File: config.mk
export PLATFORM = sky130hd
export DESIGN_NAME = alu16_seq
export DESIGN_NICKNAME = d
export VERILOG_FILES = /design/src/rtl/alu16_seq_pkg.sv /design/src/rtl/alu16_seq.sv
export SDC_FILE = /design/constraint.sdc
export NUM_CORES = 1
export LEC_CHECK = 0
export CAP_MARGIN = 10
export CORE_ASPECT_RATIO = 1.75
export CORE_MARGIN = 2
export CORE_UTILIZATION = 50
export CTS_BUF_LIST = sky130_fd_sc_hd__clkbuf_8
export CTS_CLUSTER_DIAMETER = 50
export CTS_CLUSTER_SIZE = 10
export DETAILED_ROUTE_END_ITERATION = 8
export GPL_TIMING_DRIVEN = 0
export PLACE_DENSITY = 0.84
export SYNTH_ARGS = -nofsm -noshare
export SYNTH_HDL_FRONTEND = slang
export SYNTH_SLANG_ARGS = --single-unit
File: constraint.sdc
create_clock -name clk -period 4.7 [get_ports clk]
set_input_delay 0.94 -clock clk [delete_from_list [all_inputs] [get_ports clk]]
set_output_delay 0.94 -clock clk [all_outputs]
set_load 0.01 [all_outputs]
File: src/rtl/alu16_seq_pkg.sv
// Shared definitions for the 16-bit ALU sequencer: op encodings, FSM state
// encoding, flag bit positions and the two ALU opcodes it drives.
package alu16_seq_pkg;

    typedef enum logic [1:0] {
        OP16_ADD_HL = 2'd0,
        OP16_ADD_SP = 2'd1,
        OP16_INC16  = 2'd2,
        OP16_DEC16  = 2'd3
    } op16_e;

    typedef enum logic [1:0] {
        ST_IDLE = 2'd0,
        ST_LO   = 2'd1,
        ST_HI   = 2'd2,
        ST_DONE = 2'd3
    } state_e;

    localparam int F_Z = 3;
    localparam int F_N = 2;
    localparam int F_H = 1;
    localparam int F_C = 0;

    localparam logic [4:0] ALU_OP_ADD = 5'b00000;
    localparam logic [4:0] ALU_OP_ADC = 5'b00001;

    // Byte operands fed to the ALU: {high-byte operand, low-byte operand}.
    // Every op is expressed as an add, so DEC16 adds 0xFFFF and ADD_SP adds
    // the sign-extended e8.
    function automatic logic [15:0] byte_operands(input op16_e op, input logic [15:0] b16);
        logic [15:0] ops;
        ops = 16'h0000;
        case (op)
            OP16_ADD_HL: ops = b16;
            OP16_ADD_SP: ops = {(b16[7] ? 8'hFF : 8'h00), b16[7:0]};
            OP16_INC16:  ops = 16'h0001;
            OP16_DEC16:  ops = 16'hFFFF;
            default:     ops = 16'h0000;
        endcase
        return ops;
    endfunction

endpackage

File: src/rtl/alu16_seq.sv
// Two-cycle sequencer running 16-bit ADD/INC/DEC through the shared 8-bit ALU,
// low byte (ADD) then high byte (ADC).
// Build option: ALU16_SEQ_FAST_INCDEC_EN - when defined, INC16/DEC16 use a
// local 16-bit incrementer/decrementer and go IDLE -> DONE without the ALU.
//
// state   | meaning
// --------+-----------------------------------------------------------
// IDLE    | waiting for start; operands latched on accept
// LO      | ALU owned, low byte ADD, capture low byte and low H/C
// HI      | ALU owned, high byte ADC with low carry, write result/flags
// DONE    | done pulse, result16/flags_out valid
module alu16_seq
    import alu16_seq_pkg::*;
(
    input  logic        clk,
    input  logic        rst,
    input  logic        start,
    input  logic [1:0]  op,
    input  logic [15:0] a16,
    input  logic [15:0] b16,
    input  logic [3:0]  flags_in,
    output logic        busy,
    output logic        done,
    output logic [15:0] result16,
    output logic [3:0]  flags_out,
    output logic        alu_own,
    output logic [7:0]  alu_a,
    output logic [7:0]  alu_b,
    output logic [4:0]  alu_op,
    output logic [3:0]  alu_flags_in,
    input  logic [7:0]  alu_result,
    input  logic [3:0]  alu_flags_out
);

    state_e      state_q,  state_d;
    op16_e       op_q,     op_d;
    logic [15:0] a_q,      a_d;
    logic [15:0] b_q,      b_d;
    logic [3:0]  f_q,      f_d;
    logic [7:0]  res_lo_q, res_lo_d;
    logic        low_h_q,  low_h_d;
    logic        low_c_q,  low_c_d;
    logic [15:0] result_q, result_d;
    logic [3:0]  flags_q,  flags_d;

    logic [15:0] ops;
    logic        hi_h;
    logic        hi_c;
    logic        unused_alu_zn;

    assign ops           = byte_operands(op_q, b_q);
    assign hi_h          = alu_flags_out[F_H];
    assign hi_c          = alu_flags_out[F_C];
    // Z and N from the ALU are never used: Z of a 16-bit add is not a byte Z.
    assign unused_alu_zn = ^{alu_flags_out[F_Z], alu_flags_out[F_N]};

    // Next-state, operand latch and result/flag capture.
    always_comb begin
        state_d  = state_q;
        op_d     = op_q;
        a_d      = a_q;
        b_d      = b_q;
        f_d      = f_q;
        res_lo_d = res_lo_q;
        low_h_d  = low_h_q;
        low_c_d  = low_c_q;
        result_d = result_q;
        flags_d  = flags_q;
        case (state_q)
            ST_IDLE: begin
                if (start) begin
                    op_d    = op16_e'(op);
                    a_d     = a16;
                    b_d     = b16;
                    f_d     = flags_in;
                    state_d = ST_LO;
`ifdef ALU16_SEQ_FAST_INCDEC_EN
                    if (op16_e'(op) == OP16_INC16) begin
                        result_d = a16 + 16'd1;
                        flags_d  = flags_in;
                        state_d  = ST_DONE;
                    end else if (op16_e'(op) == OP16_DEC16) begin
                        result_d = a16 - 16'd1;
                        flags_d  = flags_in;
                        state_d  = ST_DONE;
                    end
`endif
                end
            end
            ST_LO: begin
                res_lo_d = alu_result;
                low_h_d  = alu_flags_out[F_H];
                low_c_d  = alu_flags_out[F_C];
                state_d  = ST_HI;
            end
            ST_HI: begin
                result_d = {alu_result, res_lo_q};
                case (op_q)
                    OP16_ADD_HL: flags_d = {f_q[F_Z], 1'b0, hi_h, hi_c};
                    OP16_ADD_SP: flags_d = {2'b00, low_h_q, low_c_q};
                    default:     flags_d = f_q;
                endcase
                state_d = ST_DONE;
            end
            ST_DONE: begin
                state_d = ST_IDLE;
            end
            default: begin
                state_d = ST_IDLE;
            end
        endcase
    end

    // State and datapath registers with synchronous reset.
    always_ff @(posedge clk) begin
        if (rst) begin
            state_q  <= ST_IDLE;
            op_q     <= OP16_ADD_HL;
            a_q      <= '0;
            b_q      <= '0;
            f_q      <= '0;
            res_lo_q <= '0;
            low_h_q  <= 1'b0;
            low_c_q  <= 1'b0;
            result_q <= '0;
            flags_q  <= '0;
        end else begin
            state_q  <= state_d;
            op_q     <= op_d;
            a_q      <= a_d;
            b_q      <= b_d;
            f_q      <= f_d;
            res_lo_q <= res_lo_d;
            low_h_q  <= low_h_d;
            low_c_q  <= low_c_d;
            result_q <= result_d;
            flags_q  <= flags_d;
        end
    end

    // ALU drive, decoded purely from registered state and latched operands.
    always_comb begin
        alu_own      = 1'b0;
        alu_a        = 8'h00;
        alu_b        = 8'h00;
        alu_op       = 5'b00000;
        alu_flags_in = 4'b0000;
        case (state_q)
            ST_LO: begin
                alu_own      = 1'b1;
                alu_a        = a_q[7:0];
                alu_b        = ops[7:0];
                alu_op       = ALU_OP_ADD;
                alu_flags_in = f_q;
            end
            ST_HI: begin
                alu_own      = 1'b1;
                alu_a        = a_q[15:8];
                alu_b        = ops[15:8];
                alu_op       = ALU_OP_ADC;
                alu_flags_in = {3'b000, low_c_q};
            end
            default: begin
                alu_own      = 1'b0;
            end
        endcase
    end

    assign busy      = (state_q != ST_IDLE);
    assign done      = (state_q == ST_DONE);
    assign result16  = result_q;
    assign flags_out = flags_q;

endmodule

== After elaboration in Yosys (flattened, before gate mapping) ==
Index checks and enable logic that the tools add are counted.
Operators by class
  equality and inequality tests: 7
  multiplexer cells: 10
  reduce and logical (&&, ||, !) cells: 5
Operators with widths (count)
  16-bit case mux with 4 select lines: 1
  8-bit case mux with 2 select lines: 2
  4-bit case mux with 2 select lines: 2
  2-bit equality test, second input constant: 4
  8-bit 2-to-1 mux: 1
  2-bit case mux with 4 select lines: 1
  2-bit by 1-bit equality test with 1-bit output, second input constant: 2
  2-bit zero test: 2
  1-bit 2-to-1 mux: 2
  2-bit 2-to-1 mux: 1
  2-bit inequality test, second input constant: 1
  2-bit AND reduction: 1
  2-bit nonzero test: 1
  2-bit OR reduction: 1
Word-level totals
  register bits: 70
  output and inout port bits: 48
  word-level logic and storage cells: 32

== Longest topological paths before layout ==
Gate-level depths: netlist of the first run.
  depth after elaboration: 3
  depth in mapped cells: 7
  gate-level depth less buffers: 5

== Least setup slack after synthesis of the first run ==
No wires, ideal clock.
  path kind: reg2out
  start: reg state_q[0]
  end: out alu_b[7]
  arrival time: 1.481 ns
  path slack: 2.279 ns
  cell stages (with the launch flop): 7
  buffers on the path: 1
  cells stage by stage: dfxtp_1 -> inv_1 -> ha_1 -> and2_4 -> buf_2 -> a21oi_1 -> o22ai_1
On the way
  longest elaborated chain between the ends: 2
Ends and longest elaborated chain
  from (decl): RTL line alu16_seq.sv:35  | state_e state_q, state_d;
  from (signal assigned): RTL line alu16_seq.sv:128  | state_q <= state_d;
  2-bit equality test or 2-bit by 1-bit equality test with 1-bit output (tied branches): RTL line alu16_seq.sv:148  | case (state_q)
  8-bit case mux with 2 select lines (*): RTL line alu16_seq.sv:148
  to (decl): RTL line alu16_seq.sv:28  | output logic [7:0] alu_b,
Mark *: on every way between the ends. The rest lies on a longest branch, timed or not.

== Final worst setup path of the first run ==
  start: reg state_q[0]
  end: out alu_b[0]
The elaborated chain is that of the path after synthesis.

==> results of run 1 <==
## per-layer routing
layer	share of wire (%)	routed length [µm]
met1	37	2770
met2	56	4200
met3	5.4	407
met4	2.4	182
met5	0	0
## power by group through the flow
stage / Combinational (W) / Clock [W] / Sequential, W
finish: 0.000759 / 0.000518 / 0.000777
floorplan: 0.000477 / 0 / 0.000780
global route: 0.000835 / 0.000545 / 0.000789
CTS: 0.000767 / 0.000521 / 0.000776
global placement: 0.000744 / 0 / 0.000782
detailed placement: 0.000760 / 0 / 0.000787
## cell families (layout without fill, tap and decap cells)
group	after synthesis	count (layout)	share of synthesized area (%)
multiplexers	28	28	9.72
AND/OR/NAND/NOR	131	131	18.6
AO/OA/AOI/OAI	70	70	15.1
flip-flops	70	70	48.2
other	1	4	0.129
adder cells (fa/ha/maj)	4	4	1.72
buffers and inverters	40	149	6.58
## area by class of cell
class	instances	area, µm²	area share [%]
Timing Repair Buffer	93	931	22.4
Clock buffer	9	124	2.98
Sequential cell	70	1400	33.7
Buffer	29	150	3.61
Inverter	11	41.3	0.992
Multi-Input combinational cell	237	1330	31.9
Tap cell	76	95.1	2.29
Clock inverter	7	90.1	2.16
## metrics by stage
| step | setup slack [ns] | hold slack (ns) | power (W) | cells | utilization, % |
|---|---|---|---|---|---|
| floorplan | 2.28 | 0.436 | 0.00126 | 347 | - |
| global placement | 1.60 | 0.441 | 0.00153 | 516 | 70.7 |
| detailed placement | 1.57 | 0.446 | 0.00155 | 516 | 70.7 |
| CTS | 1.18 | 0.456 | 0.00206 | 532 | 74.5 |
| global route | 1.05 | 0.477 | 0.00217 | 532 | 74.5 |
| finish | 1.18 | 0.455 | 0.00205 | 532 | 74.5 |
## synth_stat cells, types with 2 or more instances
| master | instances |
|---|---|
| a21oi_1 | 44 |
| a22o_1 | 9 |
| and2_1 | 2 |
| and3_1 | 3 |
| buf_2 | 12 |
| buf_4 | 7 |
| clkbuf_1 | 9 |
| dfxtp_1 | 70 |
| ha_1 | 4 |
| inv_1 | 10 |
| mux2_1 | 2 |
| mux2i_1 | 26 |
| nand2_1 | 79 |
| nand2b_1 | 7 |
| nor2_1 | 35 |
| o211ai_1 | 3 |
| o221ai_1 | 7 |
## state kept, by name (all words and copies together) (netlist names)
signal / cells
a_q: 16
state_q: 2
result16: 16
f_q: 4
op_q: 2
low_c_q: 1
flags_out: 4
low_h_q: 1
b_q: 16
res_lo_q: 8
## how the worst max path moves through the flow
stage | slack [ns] | to
final | 1.18 | alu_b[0]
after global routing | 1.05 | alu_b[0]
after CTS | 1.18 | alu_b[0]
after detailed placement | 1.57 | alu_b[0]
after global placement | 1.60 | alu_b[0]
after floorplan | 2.28 | alu_b[7]
## worst max-delay path, delay by kind of cell, from the launching register on
family / cells / cell delay, ns
buffers and inverters: 3 / 0.94
AND/OR/NAND/NOR: 2 / 0.37
AO/OA/AOI/OAI: 1 / 0.09
flip-flops: 1 / 0.41
adder cells (fa/ha/maj): 1 / 0.42
==> impl_metrics.csv, run 1 <==
group,metric,value,unit
cts,cts-buffers-inserted,9,
hold_path,hold_path_depth,2,
hold_path,hp-class,"flip-flop to flip-flop",
worst_setup_path,rr_endpoint,"b_q[2]$_SDFFE_PP0P_",
grt,grtUsageTotal,25.1,%
worst_setup_path,reg2reg_from,"state_q[0]$_SDFFE_PP0P_",
worst_setup_path,worstPathRequired,3.76,ns
place,io_buffers,93,
cts,cts.sinks,70,
logic_synthesis,synth.area.top_cells,"dfxtp_1, nand2_1, mux2i_1, a21oi_1, nor2_1",
final_layout,final_cell_mix,"clkdlybuf4s50_1, nand2_1, dfxtp_1, a21oi_1, nor2_1",
place,dp_hpwl,5.63,mm
cts,post_cts_buffers,0,
logic_synthesis,ys_seq_area_share,48.2,%
worst_setup_path,path_max_fanout,10,
pwr,power.leakage,1.59,nW
logic_synthesis,ys_ff_latch,70,
hold_path,min-delay-start,"a_q[4]$_SDFFE_PP0P_",
grt,use_met1,25.5,%
timing,rsz0062_at_grt,"no",
die,die_w,61.7,µm
worst_setup_path,crit_type,"flip-flop to output port",
logic_synthesis,synth.distinct_cells,32,
grt,grt_remaining_overflow,0,
drt,wire_per_inst,14.2,µm
cts,cts_tree,"done",
logic_synthesis,synth_ff_type,"dfxtp_1",
pwr,clockPowerShare,25.2,%
timing,finalCritPeriodShare,74.8,%
grt,grt_max_degree,13,
die,fp.dieH,105,µm
timing,slew_viol_final,0,
cts,cts.htree.levels,3,
die,rows,36,
drt,drt-initial-drc-count,67,
drt,drc,0,
logic_synthesis,synth_warnings,0,
worst_setup_path,critPathSlowestCell,"clkdlybuf4s50_1",
grt,met2_usage,45.6,%
final_layout,fill_cells,451,
logic_synthesis,synth_edf_count,0,
grt,top_usage_layer,"met2",
place,gp_congestion,0.780,
pwr,p_per_area,494,nW/µm²
logic_synthesis,synth.avg_cell_area,8.46,µm²
pwr,swShare,34.3,%
drt,drtAntennaViolNets,0,
pwr,p_int,0.00135,W
drt,firstDrtPassIters,4,
worst_setup_path,crit_path_end_kind,"output port",
grt,grt_pass1_vias,2842,
timing,tns,0,ns
worst_setup_path,reg2regPathDepth,7,
timing,clock.fmax,0.284,GHz
logic_synthesis,synth_cells,344,
final_layout,layout_commonest_cell,"clkdlybuf4s50_1",
status,status,"complete, no violations",
place,placed_area,3950,µm²
cts,cts_root_buf,"clkbuf_8",
final_layout,syn_to_final_growth,43.0,%
cts,clock_path_buffers,2,
drt,viasPerCell,5.10,
timing,fin_crit,3.52,ns
pwr,combPwrFrac,36.9,%
grt,antenna_found_initial,0,
grt,grt_pass1_wl,12.3,mm
worst_setup_path,cp_slowest_stage_delay,0.58,ns
pwr,power_frac_seq,37.8,%
cts,worstSkewPairLatency,0.34,ns
die,initial_core_util,52.1,%
timing,hold_viol_final,0,
final_layout,num-nets-final,508,
logic_synthesis,synth.top_cell.area_share,48.2,%
final_layout,finish.instance_area,4160,µm²
cts,clkTransAtPathRegs,0.07,ns
final_layout,drive_above_1_share,8.33,%
die,core_area,5590,µm²
worst_setup_path,cp_cell_sequence,"inv_1, ha_1, and2_1, buf_2, nand2_1, o221ai_1, clkdlybuf4s50_1",
pwr,ir_drop,0.000351,V
timing,setup_viol,0,
die,die_area,6470,µm²
cts,cts_resized,0,
worst_setup_path,cp-startpoint,"state_q[0]$_SDFFE_PP0P_",
flow_run,max_cap_violations,0,
logic_synthesis,syn_area,2910,µm²
drt,num_vias,2711,
worst_setup_path,rrSetupSlack,3.05,ns
worst_setup_path,worst_setup_path_start_kind,"flip-flop",
cts,hold_buffers,0,
final_layout,n_antenna_cell,0,
worst_setup_path,arrival,2.58,ns
logic_synthesis,yosys.area.top_type,"dfxtp_1",
timing,finClkSkew,0.00658,ns
pwr,switchingPower,0.000704,W
hold_path,whs_endpoint,"a_q[4]$_SDFFE_PP0P_",
grt,grt_use_met3,5.20,%
logic_synthesis,async_reset_ff_share,0,%
die,ios,101,
drt,route.final.wire_length,7.55,mm
Note: power is estimated with default switching activity, not from simulation.
==> inputs of run 2 (changes only) <==
CORE_UTILIZATION = 47   (was 50)
PLACE_DENSITY = 0.8   (was 0.84)
clock period = 3.7 ns   (was 4.7 ns; I/O delays follow)
==> run 2 against run 1 <==
  * Non-clock buffer count is the same
  * Critical path depth stayed put
  * Final cell count increased by 0.75%
  * Sequential power grew 27%
  * Clock power grew 47%
  * Clock-buffer cell count increased by 2
  * Cell area is 1.1% higher
==> impl_metrics.csv, run 2 (synthesis results as in run 1) <==
group,metric,value,unit
status,status,"complete, no violations",
final_layout,drive_above_1_share,8.55,%
hold_path,hp-class,"flip-flop to flip-flop",
flow_run,max_cap_violations,0,
grt,antenna_found_initial,0,
cts,cts_tree,"done",
drt,drt-initial-drc-count,70,
pwr,total_power,0.00271,W
hold_path,hold_path_depth,2,
place,gp_congestion,0.787,
pwr,p_per_area,643,nW/µm²
timing,worst_slew_pin_slew,0.524,ns
final_layout,finish.instance_area,4210,µm²
worst_setup_path,cp_slowest_stage_delay,0.59,ns
timing,setup_viol,0,
cts,hold_buffers,0,
drt,num_vias,2703,
final_layout,final_cell_mix,"clkdlybuf4s50_1, nand2_1, dfxtp_1, a21oi_1, nor2_1",
die,core_area,6090,µm²
final_layout,layout_commonest_cell,"clkdlybuf4s50_1",
die,die_area,6860,µm²
place,io_buffers,93,
timing,rsz0062_at_grt,"no",
timing,finalCritPeriodShare,89.1,%
final_layout,syn_to_final_growth,44.6,%
worst_setup_path,worst_setup_path_start_kind,"flip-flop",
final_layout,n_antenna_cell,0,
cts,cts.sinks,70,
final_layout,multi_input_area,1330,µm²
pwr,power.leakage,1.61,nW
grt,grt_remaining_overflow,0,
timing,tns,0,ns
timing,slew_viol_final,0,
grt,grt_pass1_vias,2691,
cts,cts.htree.levels,3,
worst_setup_path,crit_type,"flip-flop to output port",
drt,drtAntennaViolNets,0,
final_layout,regArea,1400,µm²
worst_setup_path,rrSetupSlack,2.09,ns
timing,finClkSkew,0.00828,ns
worst_setup_path,cp_num_buf_inv,3,
drt,wire_per_inst,13.8,µm
drt,firstDrtPassIters,5,
timing,clock.fmax,0.303,GHz
die,die_w,63.5,µm
grt,grt_pass1_wl,12.1,mm
cts,post_cts_buffers,0,
timing,fin_crit,3.30,ns
pwr,ir_drop,0.000407,V
cts,cts_root_buf,"clkbuf_8",
cts,clkTransAtPathRegs,0.08,ns
cts,worstSkewPairLatency,0.34,ns
worst_setup_path,crit_path_end_kind,"output port",
place,dp_hpwl,5.56,mm
final_layout,num-nets-final,508,
worst_setup_path,critPathSlowestCell,"clkdlybuf4s50_1",
worst_setup_path,cp_cell_sequence,"inv_1, ha_1, and2_1, buf_2, nand2_1, o221ai_1, clkdlybuf4s50_1",
worst_setup_path,cp.depth,7,
timing,relSlewSlack,65.1,%
die,ios,101,
worst_setup_path,worstPathRequired,2.96,ns
grt,grtUsageTotal,22.4,%
drt,viasPerCell,5.04,
timing,hold_viol_final,0,
worst_setup_path,reg2regPathDepth,7,
drt,drc,0,
final_layout,fill_cells,551,
cts,cts_resized,0,
cts,cts-buffers-inserted,9,
die,rows,38,
grt,grt_max_degree,13,
worst_setup_path,path_max_fanout,10,
worst_setup_path,critPathTopFamily,"buffers and inverters",
die,fp.dieH,108,µm
place,placed_area,3950,µm²
drt,route.final.wire_length,7.41,mm
worst_setup_path,arrival,2.56,ns
cts,clock_path_buffers,2,
die,initial_core_util,47.8,%
==> run 2: cell types whose count changed in the layout (fill, tap and decap cells not counted) <==
cell and change:
clkinv_4 -1, clkinv_2 -1, inv_1 -1, clkbuf_8 +2, bufinv_16 +1, clkinvlp_4 -1, inv_6 +1
==> run 2: where the power goes <==
part | internal, W | total [W] | leakage, nW | switching, W
sequential | 0.000899 | 0.000984 | 0.572 | 0.0000849
clock | 0.000486 | 0.000762 | 0.130 | 0.000276
combinational | 0.000441 | 0.000961 | 0.913 | 0.000519
total | 0.00183 | 0.00271 | 1.61 | 0.000881
==> run 2: stage by stage <==
step	hold slack, ns	setup slack (ns)	cells	utilization, %
after floorplan	0.436	1.48	347	-
after global placement	0.441	0.800	520	64.9
after detailed placement	0.447	0.763	520	64.9
after CTS	0.456	0.373	536	69.1
after global routing	0.476	0.212	536	69.1
final	0.455	0.403	536	69.1
==> run 2: layout make-up <==
| type | count | share of cell area [%] |
|---|---|---|
| timing repair buffer | 93 | 22.1 |
| multi-input combinational | 237 | 31.6 |
| clock inverter | 5 | 2.47 |
| tap | 80 | 2.38 |
| buffer | 29 | 3.57 |
| sequential | 70 | 33.3 |
| clock buffer | 11 | 3.60 |
| inverter | 11 | 0.981 |
==> run 2: worst reg2reg max path: stages, from the launching register on <==
cell	delay, ns
dfxtp_1	0.39
inv_1	0.08
ha_1	0.26
nand2_1	0.09
buf_2	0.22
buf_2	0.25
nand2_1	0.09
a21oi_1	0.15
==> run 2: path summary, 6_finish.rpt <==
check	startpoint	endpoint
max	state_q[0]$_SDFFE_PP0P_	alu_b[0]
min reg2reg	b_q[0]$_SDFFE_PP0P_	b_q[0]$_SDFFE_PP0P_
min	b_q[0]$_SDFFE_PP0P_	b_q[0]$_SDFFE_PP0P_
max reg2reg	state_q[0]$_SDFFE_PP0P_	b_q[11]$_SDFFE_PP0P_
==> run 2: routing by layer <==
| metal | routed length, µm | global-route usage [%] |
|---|---|---|
| met1 | 2780 | 21.4 |
| met5 | 0 | 0 |
| met2 | 4070 | 42.9 |
| met3 | 396 | 6.04 |
| met4 | 160 | 11.3 |
==> inputs of run 3 (changes only) <==
--- a/config.mk
+++ b/config.mk
@@ -8,5 +8,5 @@
 export CAP_MARGIN = 10
 export CORE_ASPECT_RATIO = 1.75
-export CORE_MARGIN = 2
+export CORE_MARGIN = 10
 export CORE_UTILIZATION = 47
 export CTS_BUF_LIST = sky130_fd_sc_hd__clkbuf_8
==> constraint.sdc (replaced) <==
create_clock -name clk -period 3.7 [get_ports clk]
set_input_delay 0.74 -clock clk [delete_from_list [all_inputs] [get_ports clk]]
set_output_delay 0.74 -clock clk [all_outputs]
set_load 0.1 [all_outputs]
==> run 3 against run 2 <==
  * Combinational power is 53% higher
  * Setup slack got worse by 0.23 ns
  * Cell area is 1.9% lower
  * Non-clock buffer count stayed put
==> impl_metrics.csv, run 3 (synthesis results as in run 1) <==
group,metric,value,unit
status,status,"complete, no violations",
grt,grt_pass1_vias,2831,
worst_setup_path,worstPathRequired,2.96,ns
cts,cts-buffers-inserted,9,
grt,antenna_found_initial,0,
pwr,power.leakage,1.62,nW
final_layout,finish.instance_area,4130,µm²
grt,use_met1,17.2,%
pwr,p_per_area,757,nW/µm²
final_layout,n_antenna_cell,0,
grt,grt_remaining_overflow,0,
final_layout,syn_to_final_growth,41.9,%
drt,drtAntennaViolNets,0,
pwr,ir_drop,0.000462,V
place,dp_hpwl,6.24,mm
drt,drc,0,
timing,setup_viol,0,
die,die_area,9860,µm²
place,io_buffers,93,
timing,worst_slew_pin_slew,1.02,ns
flow_run,max_cap_violations,0,
final_layout,num-nets-final,508,
cts,clkTransAtPathRegs,0.08,ns
die,rows,37,
place,gp_congestion,0.767,
drt,viasPerCell,5.05,
final_layout,drive_above_1_share,11.0,%
grt,grt_use_met3,7.72,%
final_layout,final_cell_mix,"nand2_1, clkdlybuf4s50_1, dfxtp_1, a21oi_1, nor2_1",
grt,grt_max_degree,14,
cts,cts_root_buf,"clkbuf_8",
timing,tns,0,ns
die,ios,101,
timing,fin_crit,3.53,ns
die,initial_core_util,48.7,%
timing,hold_viol_final,0,
place,placed_area,3960,µm²
drt,num_vias,2698,
drt,route.final.wire_length,8.07,mm
worst_setup_path,crit_path_end_kind,"output port",
die,core_area,5970,µm²
final_layout,post-route-util,69.1,%
cts,clock_path_buffers,2,
grt,top_usage_layer,"met2",
pwr,total_power,0.00313,W
timing,hold_slack,0.456,ns
final_layout,fill_cells,497,
grt,met2_usage,30.0,%
drt,drt-initial-drc-count,104,
worst_setup_path,path_max_fanout,10,
drt,firstDrtPassIters,4,
hold_path,hp-class,"flip-flop to flip-flop",
cts,cts.htree.levels,3,
timing,rsz0062_at_grt,"no",
cts,cts.sinks,70,
timing,finalCritPeriodShare,95.3,%
cts,cts_tree,"done",
timing,slew_viol_final,0,
timing,relSlewSlack,32.0,%
final_layout,layout_commonest_cell,"nand2_1",
worst_setup_path,crit_type,"flip-flop to output port",
timing,finClkSkew,0.00703,ns
drt,wire_per_inst,15.1,µm
grt,grtUsageTotal,17.1,%
die,fp.dieH,124,µm
grt,grt_pass1_wl,13.6,mm
timing,clock.fmax,0.284,GHz
worst_setup_path,worst_setup_path_start_kind,"flip-flop",
cts,worstSkewPairLatency,0.34,ns
die,die_w,79.5,µm
worst_setup_path,arrival,2.79,ns
## run 3: cell type report
cell class | count | area, µm² | area share [%]
Sequential cell | 70 | 1400 | 33.9
Tap cell | 78 | 97.6 | 2.36
Clock inverter | 7 | 98.8 | 2.39
Timing Repair Buffer | 93 | 881 | 21.3
Buffer | 29 | 150 | 3.64
Multi-Input combinational cell | 237 | 1340 | 32.3
Clock buffer | 9 | 124 | 3.00
Inverter | 11 | 41.3 | 1.00
## run 3: where the power goes
group	switching (W)	internal (W)	total [W]	leakage (nW)
combinational	0.00104	0.000425	0.00147	0.936
sequential	0.0000844	0.000899	0.000983	0.572
clock	0.000293	0.000381	0.000675	0.109
total	0.00142	0.00171	0.00313	1.62
## run 3: worst max-delay path, cell delays in order, from the launching register on
cell and delay (ns):
dfxtp_1 0.40, inv_1 0.08, ha_1 0.42, and2_4 0.22
buf_2 0.23, a21oi_1 0.11, o22ai_2 0.13, clkdlybuf4s15_1 0.85
## run 3: path summary, 6_finish.rpt
kind | startpoint | to | slack [ns] | depth (start not counted)
worst max-delay path | state_q[0]$_SDFFE_PP0P_ | alu_b[7] | 0.17 | 7
worst min-delay path | a_q[5]$_SDFFE_PP0P_ | a_q[5]$_SDFFE_PP0P_ | 0.46 | 2
worst max register to register | state_q[0]$_SDFFE_PP0P_ | f_q[2]$_SDFFE_PP0P_ | 2.09 | 7
worst min register to register | a_q[5]$_SDFFE_PP0P_ | a_q[5]$_SDFFE_PP0P_ | 0.46 | 2
## run 3: per-layer routing
layer  vias to the layer above  part of all wire (%)
met5                         -                     0
met4                         0                   1.9
met3                        12                   8.4
met2                        82                    52
met1                      1250                    38
li1                       1354                     -
## run 3: timing repair
item / 4_1_cts / 5_1_grt
endpoints found under the setup margin: 17 / 17
buffers inserted: 0 / 0
endpoints found under the hold margin: 0 / 0
gates resized for setup: 17 / 27
hold buffers: 0 / 0
## run 3: through the flow
step / setup slack, ns / std cells
global route: 0.00519 / 534
CTS: 0.0918 / 534
detailed placement: 0.174 / 518
floorplan: -0.393 / 347
global placement: 0.196 / 518
finish: 0.174 / 534
